## config.mk

```make
export PLATFORM = sky130hd
export DESIGN_NAME = bpu_ras
export DESIGN_NICKNAME = d
export VERILOG_FILES = /design/src/rtl/bpu_ras.sv
export SDC_FILE = /design/constraint.sdc
export NUM_CORES = 1
export LEC_CHECK = 0
export BUFFER_PORTS_ARGS = -buffer_cell sky130_fd_sc_hd__buf_2
export CELL_PAD_IN_SITES_DETAIL_PLACEMENT = 1
export CELL_PAD_IN_SITES_GLOBAL_PLACEMENT = 1
export CORE_MARGIN = 2
export CORE_UTILIZATION = 38
export DETAILED_ROUTE_END_ITERATION = 12
export GPL_TIMING_DRIVEN = 0
export PLACE_DENSITY = 0.6
export SYNTH_ARGS = -nofsm -noshare
export SYNTH_HDL_FRONTEND = slang
export SYNTH_SLANG_ARGS = --single-unit
```

## constraint.sdc

```tcl
create_clock -name clk -period 9.2 [get_ports clk]
set_clock_uncertainty 0.15 [all_clocks]
set_input_delay 0 -clock clk [delete_from_list [all_inputs] [get_ports clk]]
set_output_delay 0 -clock clk [all_outputs]
set_load 0.005 [all_outputs]
```

## src/rtl/bpu_ras.sv

```systemverilog
// Return address stack for the branch prediction unit.
// Speculative push/pop with checkpoint-based misprediction repair.
module bpu_ras #(
    parameter int DEPTH = 16,
    parameter int PTR_W = $clog2(DEPTH)
) (
    input  logic                   clk,
    input  logic                   rst_n,
    input  logic                   push_i,
    input  logic [31:0]            push_addr_i,
    input  logic                   pop_i,
    output logic [31:0]            top_o,
    output logic                   top_valid_o,
    output logic [2*PTR_W+32:0]    ckpt_o,
    input  logic                   restore_i,
    input  logic [2*PTR_W+32:0]    restore_ckpt_i,
    input  logic [1:0]             restore_op_i,
    input  logic [31:0]            restore_addr_i,
    output logic [PTR_W:0]         count_o,
    output logic                   overflow_o,
    output logic                   underflow_o
);

    localparam int            CKPT_W = 2 * PTR_W + 33;
    localparam logic [PTR_W:0] FULL  = (PTR_W + 1)'(DEPTH);

    logic [31:0]      mem [DEPTH];

    logic [PTR_W-1:0] sp_q, sp_d;
    logic [PTR_W:0]   count_q, count_d;
    logic             ovf_q, ovf_d;
    logic             unf_q, unf_d;

    logic [PTR_W-1:0] ck_sp;
    logic [PTR_W:0]   ck_cnt;
    logic [31:0]      ck_top;

    logic [PTR_W-1:0] base_sp;
    logic [PTR_W:0]   base_cnt;
    logic             do_push;
    logic             do_pop;
    logic [31:0]      wr_data;
    logic             repair_en;
    logic             wr_en;
    logic [PTR_W-1:0] wr_addr;

    // Resolve the starting state and operation, then the next state.
    always_comb begin
        ck_sp     = restore_ckpt_i[CKPT_W-1 -: PTR_W];
        ck_cnt    = restore_ckpt_i[32 +: PTR_W+1];
        ck_top    = restore_ckpt_i[31:0];
        base_sp   = restore_i ? ck_sp  : sp_q;
        base_cnt  = restore_i ? ck_cnt : count_q;
        do_push   = restore_i ? (restore_op_i == 2'b01) : push_i;
        do_pop    = restore_i ? (restore_op_i == 2'b10) : pop_i;
        wr_data   = restore_i ? restore_addr_i : push_addr_i;
        repair_en = restore_i;
        wr_en     = 1'b0;
        wr_addr   = base_sp;
        sp_d      = base_sp;
        count_d   = base_cnt;
        ovf_d     = 1'b0;
        unf_d     = 1'b0;
        if (do_push && do_pop && (base_cnt != '0)) begin
            wr_en = 1'b1;
        end else if (do_push) begin
            wr_en   = 1'b1;
            wr_addr = base_sp + PTR_W'(1);
            sp_d    = base_sp + PTR_W'(1);
            if (base_cnt == FULL) begin
                ovf_d = 1'b1;
            end else begin
                count_d = base_cnt + 1'b1;
            end
        end else if (do_pop) begin
            if (base_cnt == '0) begin
                unf_d = 1'b1;
            end else begin
                sp_d    = base_sp - PTR_W'(1);
                count_d = base_cnt - 1'b1;
            end
        end
    end

    // Pointer, count and event pulse registers.
    always_ff @(posedge clk or negedge rst_n) begin
        if (!rst_n) begin
            sp_q    <= PTR_W'(DEPTH - 1);
            count_q <= '0;
            ovf_q   <= 1'b0;
            unf_q   <= 1'b0;
        end else begin
            sp_q    <= sp_d;
            count_q <= count_d;
            ovf_q   <= ovf_d;
            unf_q   <= unf_d;
        end
    end

    // Entry storage; the later push write wins when both hit one entry.
    always_ff @(posedge clk) begin
        if (rst_n) begin
            if (repair_en) mem[ck_sp] <= ck_top;
            if (wr_en)     mem[wr_addr] <= wr_data;
        end
    end

    assign top_o       = mem[sp_q];
    assign top_valid_o = (count_q != '0);
    assign ckpt_o      = {sp_q, count_q, top_o};
    assign count_o     = count_q;
    assign overflow_o  = ovf_q;
    assign underflow_o = unf_q;

endmodule
```

==> results of run 1 <==
-- worst max-delay path, stage by stage --
cell	delay, ps
dlygate4sd3_1	530
buf_4	190
buf_8	160
buf_4	210
buf_2	440
buf_2	400
nand2_1	80
nand2_1	160
ha_1	170
clkbuf_1	320
xnor2_1	160
o32ai_1	110
o2bb2ai_1	130
a22o_1	230
nand2_1	300
buf_2	480
o21ai_4	370
buf_16	270
buf_16	170
-- sequential cells by signal, indices dropped and copies added (netlist names) --
register,count
mem,512
overflow_o,1
sp_q,4
count_o,5
underflow_o,1
-- power groups by stage --
stage / combinational (mW) / clock (mW) / sequential, mW
after floorplan: 1.37 / 0 / 2.78
after global placement: 2.16 / 0 / 2.80
after detailed placement: 2.22 / 0 / 2.79
after CTS: 2.30 / 2.32 / 2.74
after global routing: 2.41 / 2.41 / 2.74
final: 2.28 / 2.29 / 2.74
-- path summary, 6_finish.rpt --
check | from | end | slack, ps | cells past startpoint
max reg2reg | sp_q[0] | mem[5][17] | 4820 | 14
max | restore_i | mem[5][17] | 4510 | 19
max in group asynchronous | rst_n | count_o[0] | 8100 | 3
min | push_addr_i[5] | mem[10][5] | 80 | 4
min reg2reg | count_o[4] | overflow_o | 760 | 3
min in group asynchronous | rst_n | underflow_o | 400 | 3
-- repair_timing --
item,4_1_cts,5_1_grt
hold endpoints to repair,409,0
gates resized for setup,0,0
hold buffers,139,0
-- per-stage QoR --
step	utilization, %	setup WS, ps	hold WS, ps	cells	area [sq um]
floorplan	-	5040	-446	1609	27900
global placement	41.2	462	-202	2759	30000
detailed placement	42.2	4300	-197	2784	30800
CTS	46.6	4430	35.7	3027	34000
global route	46.6	4190	117	3028	34000
finish	46.6	4510	77.5	3029	34000
-- logic make-up after synthesis --
| logic type | count (synthesis) | share of synthesized area, % |
|---|---|---|
| XOR/XNOR | 9 | 0.283 |
| adder cells (fa/ha/maj) | 4 | 0.180 |
| flip-flops | 523 | 56.2 |
| buffers and inverters | 220 | 4.64 |
| AO/OA/AOI/OAI | 70 | 1.93 |
| AND/OR/NAND/NOR | 69 | 1.35 |
| multiplexers | 714 | 35.4 |
-- area by class of cell --
cell class | count | area, sq um
Sequential cell | 523 | 15700
Antenna cell | 2 | 5.00
Fill cell | 7025 | 38900
Buffer | 208 | 1250
Tap cell | 959 | 1200
Timing Repair Buffer | 355 | 2920
Inverter | 12 | 45.0
Clock buffer | 73 | 1550
Clock inverter | 31 | 259
Multi-Input combinational cell | 866 | 11100
-- metal layers --
metal  global-route usage, %  vias up  wire length [um]
met5                       0        -                14
met4                    5.26        2              1700
met3                    4.16      104              5910
met2                    40.2      612             44800
met1                    35.8     9197             41600
li1                        -     7283                 -
-- placed cells by master, fill, tap and decap left out, types with 9 or more instances in the layout --
cell type      count
edfxtp_1         512
mux2_2           469
buf_2            229
mux4_2           160
dlygate4sd3_1    139
clkbuf_1          99
mux2_1            70
clkbuf_16         60
buf_4             49
buf_6             30
nand2_1           16
clkinv_1          16
buf_12            16
nor2_1            11
o21bai_4          11
inv_1             10
o21ai_0           10
mux2_4             9
buf_16             9
==> flow_summary.toml, run 1 <==
[min_path]
hold_path_class = "primary input to register"

[floorplanning]
die-area_sq_um = 75500
die_h_um = 275
initial_core_util_pct = 38.3
rows = 99
fp.dieW_um = 275
pin_count = 193
core_area_sq_um = 72800

[clocking]
cts_buffer_depth = 3
cts_setup_buffers = 0
cts.sinks = 523
h-tree-depth = 2
clkSlewWorstSetupHoldPaths_ps = 60
clk_latency_ps = 630
cts_buffers = 59
cts_root_buf = "clkbuf_16"
cts_tree = "built"

[synthesis]
synthArstFlopShare_pct = 2.10
seq_area_frac_synth_pct = 56.2
synth_top_area_share_pct = 55.2
synth_edf_count = 512
synth.most_common_cell = "edfxtp_1"
ys_top_cells_by_count = "edfxtp_1, mux2_2, mux4_2, clkbuf_1, mux2_1"
yosysWarnings = 0
syn-instance-count = 1609
netlist_area_sq_um = 27900
synth_largest_area_cell = "edfxtp_1"
netlist_top_cells_area = "edfxtp_1, mux2_2, mux4_2, mux2_1, buf_4"
synth-main-ff-cell = "edfxtp_1"
netlist-cell-type-count = 65
syn_avg_cell_area_sq_um = 17.3
ys_ff_latch = 523
syn_nets = 1725

[timing]
fin_crit_sh_pct = 50.9
hold_viol = 0
worst_pin_slew_ps = 1360
slew-limit-headroom_pct = 9.08
rsz0062_at_grt = "false"
setup_viol = 0
final.min_clock_period_ps = 4690
drv_slew = 0
fmax_mhz = 213
tns_ps = 0

[pwr]
swShare_pct = 30.0
pwr-share-clk_pct = 31.3
ir_drop_uv = 147
power_density_nw_per_um2 = 215
switchingPower_mw = 2.19
total_power_mw = 7.30
p_int_mw = 5.11
power_frac_seq_pct = 37.5
total_leakage_power_nw = 11.5
power_frac_comb_pct = 31.2

[drt]
wl_per_cell_um = 31.0
route.detailed.drc = 0
wl_mm = 94.0
vias = 17200
first_iter_violations = 1590
ant_nets = 0
first_pass_iters = 5
vias_per_cell = 5.68

[grt]
grt.overflow.total = 0
gr-usage-all-layers_pct = 25.0
grt_pass1_wl_mm = 133
grt_pass1_vias = 18200
antenna_found_initial = 3
grt_max_degree = 21

[setup_path]
arrival_ps = 4920
critPathMaxFanout = 16
criticalPathCategory = "primary input to register"
required_ps = 9430
cp-start-kind = "primary input"
endpoint_kind = "register"

[placed_design]
dp_hpwl_mm = 59.2
place.gp.congestion = 0.788
numPortBuffers = 191

[finish]
drive_gt1_share_pct = 52.7
syn2layout_area_growth_pct = 21.9
nets = 2141

[run_status]
run_status = "finished clean"

[flow_run]
drv_cap = 0
Power figures use the tool's default switching activity.
==> run 2: changes to the inputs <==
Settings changed: PLACE_DENSITY 0.6 to 0.63.
Clock period 9.2 ns to 3.9 ns, I/O delays scaled along.
==> run 2 against run 1 <==
Against the previous run:
- clock-buffer cell count unchanged
- critical endpoint is now mem[5][14]
- cell count about the same
- non-clock buffer count up 2
- largest power group unchanged
==> flow_summary.toml, run 2 (synthesis results as in run 1) <==
[pwr]
total_leakage_power_nw = 11.6
power_density_nw_per_um2 = 494
total_power_mw = 16.8
ir_drop_uv = 394

[finish]
largest_register_ffs = 512
nets = 2141
layout_common_cells = "edfxtp_1, mux2_2, buf_2, mux4_2, dlygate4sd3_1"
multi_input_area_sq_um = 11100
drive_gt1_share_pct = 54.2
syn2layout_area_growth_pct = 22.4
largest-register = "mem"
ff_latch_area_sq_um = 15700
mostFrequentLayoutCell = "edfxtp_1"
fillers = 7079

[setup_path]
endpoint_kind = "register"
criticalPathCategory = "register to register"
required_ps = 4060
cp-start-kind = "register"
cp-startpoint = "count_o[4]"
critPathMaxFanout = 12
r2r_start = "count_o[4]"
arrival_ps = 3980

[clocking]
clk_latency_ps = 610
h-tree-depth = 2
cts_buffers = 57
cts_tree = "built"
clkSlewWorstSetupHoldPaths_ps = 60
cts_root_buf = "clkbuf_16"
cts.sinks = 523
cts_buffer_depth = 3

[floorplanning]
die_h_um = 275
pin_count = 193
rows = 99
core_area_sq_um = 72800
initial_core_util_pct = 38.3
die-area_sq_um = 75500
fp.dieW_um = 275

[drt]
wl_mm = 93.3
route.detailed.drc = 0
ant_nets = 0
vias = 17200
vias_per_cell = 5.67
first_pass_iters = 6
first_iter_violations = 1724
wl_per_cell_um = 30.8

[timing]
finalWorstSetupSlack_ps = 74.0
rsz0062_at_grt = "true"
fmax_mhz = 261
setup_viol = 0
slew-limit-headroom_pct = 11.5
hold_viol = 0
final.min_clock_period_ps = 3830
worst_pin_slew_ps = 1330
hold_ws_ps = 37.8
fin_crit_sh_pct = 98.1
drv_slew = 0

[grt]
gr-usage-all-layers_pct = 24.9
grt.overflow.total = 0
antenna_found_initial = 3
grt_max_degree = 20
grt_pass1_vias = 18300
grt_pass1_wl_mm = 133

[flow_run]
drv_cap = 0

[min_path]
hold_path_class = "primary input to register"
hp-start = "restore_i"

[placed_design]
dp_hpwl_mm = 59.6
place_ws_ps = -987
numPortBuffers = 191
place.gp.congestion = 0.782

[run_status]
run_status = "finished clean"
==> run 2: cell types whose count changed in the layout (fill, tap and decap cells not counted), moves of 3 or more <==
cell           delta
buf_12            +5
buf_16            +5
buf_2             -6
buf_4            +11
bufinv_16         -3
clkbuf_1         -14
clkbuf_2         +12
clkinv_1          +4
dlygate4sd3_1    -14
==> run 2: worst paths after layout <==
kind | to | slack (ps) | cells after the start
max reg2reg | mem[5][14] | 70 | 10
min in group asynchronous | count_o[1] | 430 | 3
min reg2reg | count_o[1] | 780 | 4
min | sp_q[0] | 40 | 6
max in group asynchronous | sp_q[1] | 2800 | 3
max | mem[5][14] | 70 | 10
==> run 2: area by class of cell <==
cell class,instances,share of cell area (%)
repair buffers,359,9.03
diodes,1,0.00734
flip-flops and latches,523,45.9
well taps,959,3.52
clock buffers,73,4.42
clock inverters,32,0.484
multi-input cells,866,32.7
plain buffers,206,3.80
inverters,12,0.132
==> run 2: per-stage QoR <==
step	cells	area, sq um	util, %	TNS (ps)
after floorplan	1609	27900	-	0
after detailed placement	2786	30800	42.4	-480470
after global placement	2759	30000	41.2	-1385650
final	3031	34100	46.8	0
after global routing	3031	34100	46.8	-154
after CTS	3023	33900	46.6	0
==> run 2: metal layers <==
layer | wire [um] | global-route usage, % | up-vias
met5 | 26 | 0 | -
met4 | 1850 | 5.50 | 4
met3 | 5750 | 4.06 | 117
met2 | 46100 | 41.7 | 595
met1 | 39600 | 34.0 | 9203
li1 | - | - | 7277
==> run 2: worst max-delay path: stages, from the launching register on <==
cell and delay, ps:
dfrtp_1 420, mux2i_2 250, dlygate4sd3_1 690, o21ai_4 150, a211o_1 330, a21oi_2 300
nand2_1 330, buf_4 330, o21ai_4 120, buf_16 200, buf_16 180
==> run 2: power breakdown <==
part / leakage, nW / internal [mW] / switching, mW
registers: 4.75 / 6.38 / 0.0910
clock network: 0.820 / 2.72 / 2.29
logic: 5.99 / 2.69 / 2.67
==> run 2: timing repair <==
item                                    4_1_cts  5_1_grt
pin swaps                                     1        1
endpoints found under the setup margin      571      288
hold buffers                                125        0
endpoints found under the hold margin       396        0
buffers inserted                              9        6
resized for setup                            25       13
